File: config.mk
export PLATFORM = sky130hd
export DESIGN_NAME = branch_predictor
export DESIGN_NICKNAME = d
export VERILOG_FILES = /design/src/rtl/branch_predictor.sv
export SDC_FILE = /design/constraint.sdc
export NUM_CORES = 1
export LEC_CHECK = 0
export CORE_MARGIN = 8
export CORE_UTILIZATION = 41
export CTS_CLUSTER_DIAMETER = 30
export DETAILED_ROUTE_END_ITERATION = 10
export PLACE_DENSITY = 0.78
export SYNTH_ARGS = -nofsm -noshare
export SYNTH_HDL_FRONTEND = slang
export SYNTH_SLANG_ARGS = --single-unit
File: constraint.sdc
create_clock -name clk -period 2.5 [get_ports clk]
set_input_delay 0.25 -clock clk [delete_from_list [all_inputs] [get_ports clk]]
set_output_delay 0.25 -clock clk [all_outputs]
set_load 0.05 [all_outputs]
File: src/rtl/branch_predictor.sv
// Bimodal branch predictor: 2^IDX_W two-bit saturating counters indexed by PC[IDX_W+1:2].
// Define BP_STATS_EN to add the Stat_Branches / Stat_Mispredicts counters and ports.
module branch_predictor #(
  parameter int unsigned IDX_W = 4
) (
  input  logic        clk,
  input  logic        reset,
  input  logic [31:0] IF_PC,
  output logic        IF_PredTaken,
  input  logic        ID_BrValid,
  input  logic [31:0] ID_PC,
  input  logic        ID_Taken,
  input  logic        ID_PredTaken,
`ifdef BP_STATS_EN
  output logic [31:0] Stat_Branches,
  output logic [31:0] Stat_Mispredicts,
`endif
  output logic        Mispredict
);

  localparam int unsigned DEPTH = 1 << IDX_W;

  logic [1:0]       r_table [DEPTH];
  logic             r_mispredict;
  logic [IDX_W-1:0] w_if_idx;
  logic [IDX_W-1:0] w_id_idx;
  logic             w_mispredict;
  logic             w_unused;

  assign w_if_idx     = IF_PC[IDX_W+1:2];
  assign w_id_idx     = ID_PC[IDX_W+1:2];
  assign w_mispredict = ID_BrValid & (ID_Taken ^ ID_PredTaken);
  // PC bits outside the index field take no part in prediction (no tags).
  assign w_unused     = ^{IF_PC[31:IDX_W+2], IF_PC[1:0], ID_PC[31:IDX_W+2], ID_PC[1:0]};

  // Read is straight from the table, so a same-cycle update is not bypassed.
  assign IF_PredTaken = r_table[w_if_idx][1];
  assign Mispredict   = r_mispredict;

  always_ff @(posedge clk or negedge reset) begin
    if (!reset) begin
      r_table <= '{default: 2'b01};
    end else if (ID_BrValid) begin
      if (ID_Taken && (r_table[w_id_idx] != 2'b11))
        r_table[w_id_idx] <= r_table[w_id_idx] + 2'b01;
      else if (!ID_Taken && (r_table[w_id_idx] != 2'b00))
        r_table[w_id_idx] <= r_table[w_id_idx] - 2'b01;
    end
  end

  always_ff @(posedge clk or negedge reset) begin
    if (!reset) r_mispredict <= 1'b0;
    else        r_mispredict <= w_mispredict;
  end

`ifdef BP_STATS_EN
  logic [31:0] r_stat_branches;
  logic [31:0] r_stat_mispredicts;

  always_ff @(posedge clk or negedge reset) begin
    if (!reset) begin
      r_stat_branches    <= '0;
      r_stat_mispredicts <= '0;
    end else begin
      if (ID_BrValid)   r_stat_branches    <= r_stat_branches + 32'd1;
      if (w_mispredict) r_stat_mispredicts <= r_stat_mispredicts + 32'd1;
    end
  end

  assign Stat_Branches    = r_stat_branches;
  assign Stat_Mispredicts = r_stat_mispredicts;
`endif

endmodule

* Word-level counts from Yosys, hierarchy flattened
Index checks and enable logic that the tools add are counted.
Word-level totals: register bits 33, input bits 69, logic and storage cells 46, output and inout bits 2
Operators by class: multiplexer cells 12, add/subtract/negate cells 2, bitwise logic cells 4, reductions and logical operators 7, order comparisons 3, equality and inequality tests 1
Operator list (number):
- 32-bit bitwise mux | 2
- 32-bit two-way mux | 2
- 2-bit binary-select mux with 4-bit select | 2
- 5-bit >= comparator (second input constant) | 2
- 2-bit two-way mux | 5
- 4-bit inverter with 5-bit output | 2
- 2-bit demux with 4-bit select | 1
- 5-bit by 1-bit < comparator with 1-bit output (second input constant) | 1
- 2-bit nonzero test | 2
- 1-bit logical AND | 3
- 2-bit by 1-bit adder with 2-bit output (second input constant) | 1
- 2-bit != test (second input constant) | 1
- 2-bit AND reduction | 1
- 2-bit by 1-bit subtractor with 2-bit output (second input constant) | 1
- 1-bit bitwise AND | 1
- 1-bit logical NOT | 1
- 1-bit bitwise XOR | 1

* Longest topological paths before layout
depth in word-level cells 8, gate-level depth with buffers 10, depth with buffers taken out 7

* Least setup slack after synthesis
OpenSTA, ideal clock, no wires.
path type in2reg, start input ID_PC[2], end register r_table[29] in the netlist's numbering, slack -0.013 ns, buffers on the path 3, data arrival time 2.389 ns, data required time 2.375 ns, stages on the path 10, setup time 0.125 ns, cell sequence buf_6 -> buf_6 -> mux4_2 -> nand2_1 -> nand4_1 -> ha_1 -> mux2_4 -> buf_6 -> nor4_4 -> mux2_2
Between the ends: longest elaborated chain between the ends 8, elaborated cells between the ends (all ways) 21, those cells by class add/sub: 2; order compare: 2; eq/ne: 1; mux: 9; bitwise: 1; reduce/logical: 6
Ends and longest elaborated chain:
- start, declared | RTL line 11 | input logic [31:0] ID_PC,
- 4-bit inverter with 5-bit output (implied by the code) *
- 2-bit binary-select mux with 4-bit select, or another cell as far along
- 2-bit two-way mux (implied by the code) or 1-bit logical AND (tied branches)
- 2-bit two-way mux (on tied branches)
- 2-bit by 1-bit subtractor with 2-bit output, or another cell as far along | RTL line 47 | r_table[w_id_idx] <= r_table[w_id_idx] - 2'b01;
- 32-bit bitwise mux, or another cell as far along | RTL line 47
- 32-bit two-way mux or 2-bit nonzero test (tied branches)
- 32-bit two-way mux or 2-bit AND reduction (tied branches)
- end signal, assigned by index | RTL line 45 | r_table[w_id_idx] <= r_table[w_id_idx] + 2'b01;
- end signal, assigned by index | RTL line 47
- end, declared | RTL line 23 | logic [1:0] r_table [DEPTH];
Every way passes the cells marked *; elsewhere a longest branch is shown, timed or not. The select of a mux whose other input is x is not followed. A chain may end at the register's enable or synchronous reset.

* Final worst setup path
start register r_table[25] in the netlist's numbering, end register r_table[27] in the netlist's numbering
Between the ends: longest elaborated chain between the ends 7, elaborated cells between the ends (all ways) 15, those cells by class add/sub: 2; eq/ne: 1; mux: 7; reduce/logical: 5
Ends and longest elaborated chain (RTL line):
- 2-bit binary-select mux with 4-bit select *
- 2-bit two-way mux (implied by the code) * (2 in a row)
- 2-bit by 1-bit subtractor with 2-bit output, or another cell as far along | 47
- 32-bit bitwise mux, or another cell as far along | 47
- 32-bit two-way mux or 2-bit nonzero test (tied branches)
- 32-bit two-way mux or 2-bit AND reduction (tied branches)
Marks and branches as above.

==> key figures <==
STA
  – PnR worst setup slack: -0.0164 ns
  – RSZ-0062 raised after global routing: true
  – Setup_tns: -0.0240 ns
  – Count of pins over their slew limit: 0
  – # setup viols final: 2
  – Max Freq: between 300 and 400 MHz
  – Worst slew pin tran: about 0.49 ns
  – Slew HR: roughly 67%
  – Final worst path period share: 101%
  – Fin. Hold Viols: 0
  – Worst Skew: approximately 0.0032 ns
  – Tmin final: between 2 and 3 ns

Layout
  – Share of layout cells above drive strength 1: between 60% and 70%
  – Multi-input logic area: 0.00127 mm^2
  – Ant diodes: 0
  – Fill cell count: between 300 and 400
  – Sequential cell area: around 850 um^2
  – Area delta synth->final: 28.7%
  – Final instance area: approximately 0.0027 mm^2
  – Nets: approximately 250

Global route
  – First-pass GRT wire length: 8020 um
  – Largest net degree at the start of global routing: 34
  – Global route overflow: 0
  – Initial antenna violation count: 0
  – Vias in the first global route: between 1.5k and 2k
  – GRT Total Usage: between 10% and 20%

Routing
  – DR DRC count: 0
  – 1st-iter DRT viols: approximately 100
  – Drt wl/cell: approximately 20 um
  – Routed WL: 5210 um
  – DRT antenna net count: 0
  – Post-DR vias/cell: between 5 and 6
  – Drt first pass iters: 4
  – Vias post-DR: between 1k and 1.5k

Placement
  – Placed cell areas: ~0.0024 mm^2
  – PortBufs: 14
  – Post-DP HPWL: 3450 um
  – Placement Setup Slack: -0.583 ns
  – Placer Congestion: approximately 0.87

CTS
  – Num CTS Buffers: 5
  – Number of H-tree levels: 2
  – Root Driver: clkbuf_8
  – Hold Buf Count CTS: 0
  – CTS tree: yes
  – Clock Latency Late Sink: ~0.28 ns
  – Clk buf depth: 2
  – # clock sinks: 33
  – Clock slew at reported path FFs: 0.06 ns

Synthesis
  – Post-Syn Area per Cell: 14.1 um^2
  – Synth Instances: about 150
  – Post-Syn Nets: 217
  – Ys Warns: 0
  – Post-synthesis sequential area ratio: 41.0%
  – Post-synth top cells: mux2_2 (35), dfrtp_1 (17), dfstp_2 (16)
  – Yosys top cell by area: dfrtp_1
  – Top FF cell, synth: dfrtp_1
  – Async SR Flop Fraction: 100%
  – Synth top area cells: dfrtp_1 (21%), dfstp_2 (20%), mux2_2 (19%), mux4_2 (13%), mux2i_1 (5.8%)
  – Seq cells post-synth: 33
  – Synth top area share: approximately a fifth
  – Most numerous cell in the Yosys netlist: mux2_2
  – Post-synth cell types: 26
  – Synth Cell Area: 0.00206 mm^2
  – Post-synth EDFFs: 0

Power
  – Worst vdd ir: roughly 0.00059 V
  – Leak: between 1 and 1.5 nW
  – PwrDens: between 1000 and 1500 mW/mm^2

Floorplan
  – Initial cell density of the core: 41.5%
  – DIE AREA: approximately 0.0076 mm^2
  – Row count: 26
  – Die W: about 87 um
  – Die Ht: 86.9 um
  – I/O pin total: 71
  – Core ar.: 0.00498 mm^2

Status
  – Violated checks: negative setup slack
  – Status: finished, violations left

Run
  – MaxCap Viol Count: 0

Setup path
  – Setup crit end kind: register
  – CP Launch Type: register
  – Setup slack, reg-to-reg: -0.02 ns
  – Setup CP Type: reg2reg
  – Critical path peak fanout: 6
  – Crit path required time: between 2 and 3 ns
  – Data arrival, critical path: approximately 2.7 ns

Hold path
  – Worst Hold Class: in2async
[report_power, final]
| part | internal (mW) | total (mW) | switching [mW] |
|---|---|---|---|
| clock | 0.193 | 0.379 | 0.186 |
| combinational | 0.656 | 1.20 | 0.549 |
| sequential | 0.893 | 1.10 | 0.204 |
[stage by stage]
stage / utilization (%) / cells / hold WS [ns] / power [mW]
floorplan: - / 146 / -0.0456 / 1.82
global placement: 47.6 / 237 / 0.508 / 2.05
detailed placement: 47.6 / 237 / 0.526 / 2.12
CTS: 51.5 / 249 / 0.373 / 2.54
global route: 53.4 / 253 / 0.412 / 2.85
finish: 53.4 / 253 / 0.367 / 2.68
[logic make-up after synthesis]
| family | share of synthesized area, % |
|---|---|
| mux | 39.3 |
| simple gates | 14.9 |
| flops | 41.0 |
| buf+inv | 2.79 |
| xor+xnor | 0.849 |
| fa+ha+maj | 1.21 |
[routing by layer]
| layer | vias up | part of all wire [%] | track usage [%] |
|---|---|---|---|
| met4 | 0 | 2.6 | 6.10 |
| met1 | 728 | 41 | 17.0 |
| met3 | 17 | 6.7 | 4.72 |
| li1 | 640 | - | - |
| met2 | 58 | 50 | 22.6 |
| met5 | - | 0 | 0 |
[critical path, stage by stage (launching register included)]
cell and delay, ns:
dfrtp_1 0.40, mux4_2 0.49, nand2_2 0.09, nand4_1 0.13
ha_2 0.24, mux2_4 0.36, nor4_4 0.35, mux2_4 0.34
[final timing paths]
check | depth (start not counted) | from | endpoint
worst max-delay path | 7 | r_table[25] | r_table[27]
worst min-delay path | 2 | reset | r_table[9]
worst max register to register | 7 | r_table[25] | r_table[27]
worst min register to register | 1 | r_table[23] | r_table[23]
max in group asynchronous | 2 | reset | asynchronous set/reset pin
min in group clk | 1 | r_table[23] | r_table[23]
[what timing repair did]
action                                 4_1_cts  5_1_grt
setup endpoints to repair                   31       26
endpoints found under the hold margin        0        0
pin swaps                                    1        7
gates resized for setup                      9       17
cloned                                       3        0
buffers inserted                             1        4
[area by class of cell]
class                      instances  share of cell area [%]
clock buffer                       6                    2.73
tap                               70                    3.30
multi-input combinational        106                    47.7
timing repair buffer              36                    14.1
sequential                        33                    31.8
clock inverter                     2                   0.377
[placed cells by master (no fill, tap or decap), types with 2 or more instances in the layout]
cell type	count
and4_1	2
buf_12	2
buf_4	19
bufbuf_16	2
clkbuf_8	5
clkdlybuf4s50_1	10
clkinv_2	2
dfrtp_1	17
dfstp_2	16
ha_2	2
mux2_2	33
mux2_4	4
mux2i_1	12
mux4_2	12
nand2_1	4
nand2_2	3
nand2b_1	2
nand3_1	6
nand3b_1	2
nand4_1	3
nor3_4	8
nor4_4	3
Power figures use the tool's default switching activity.
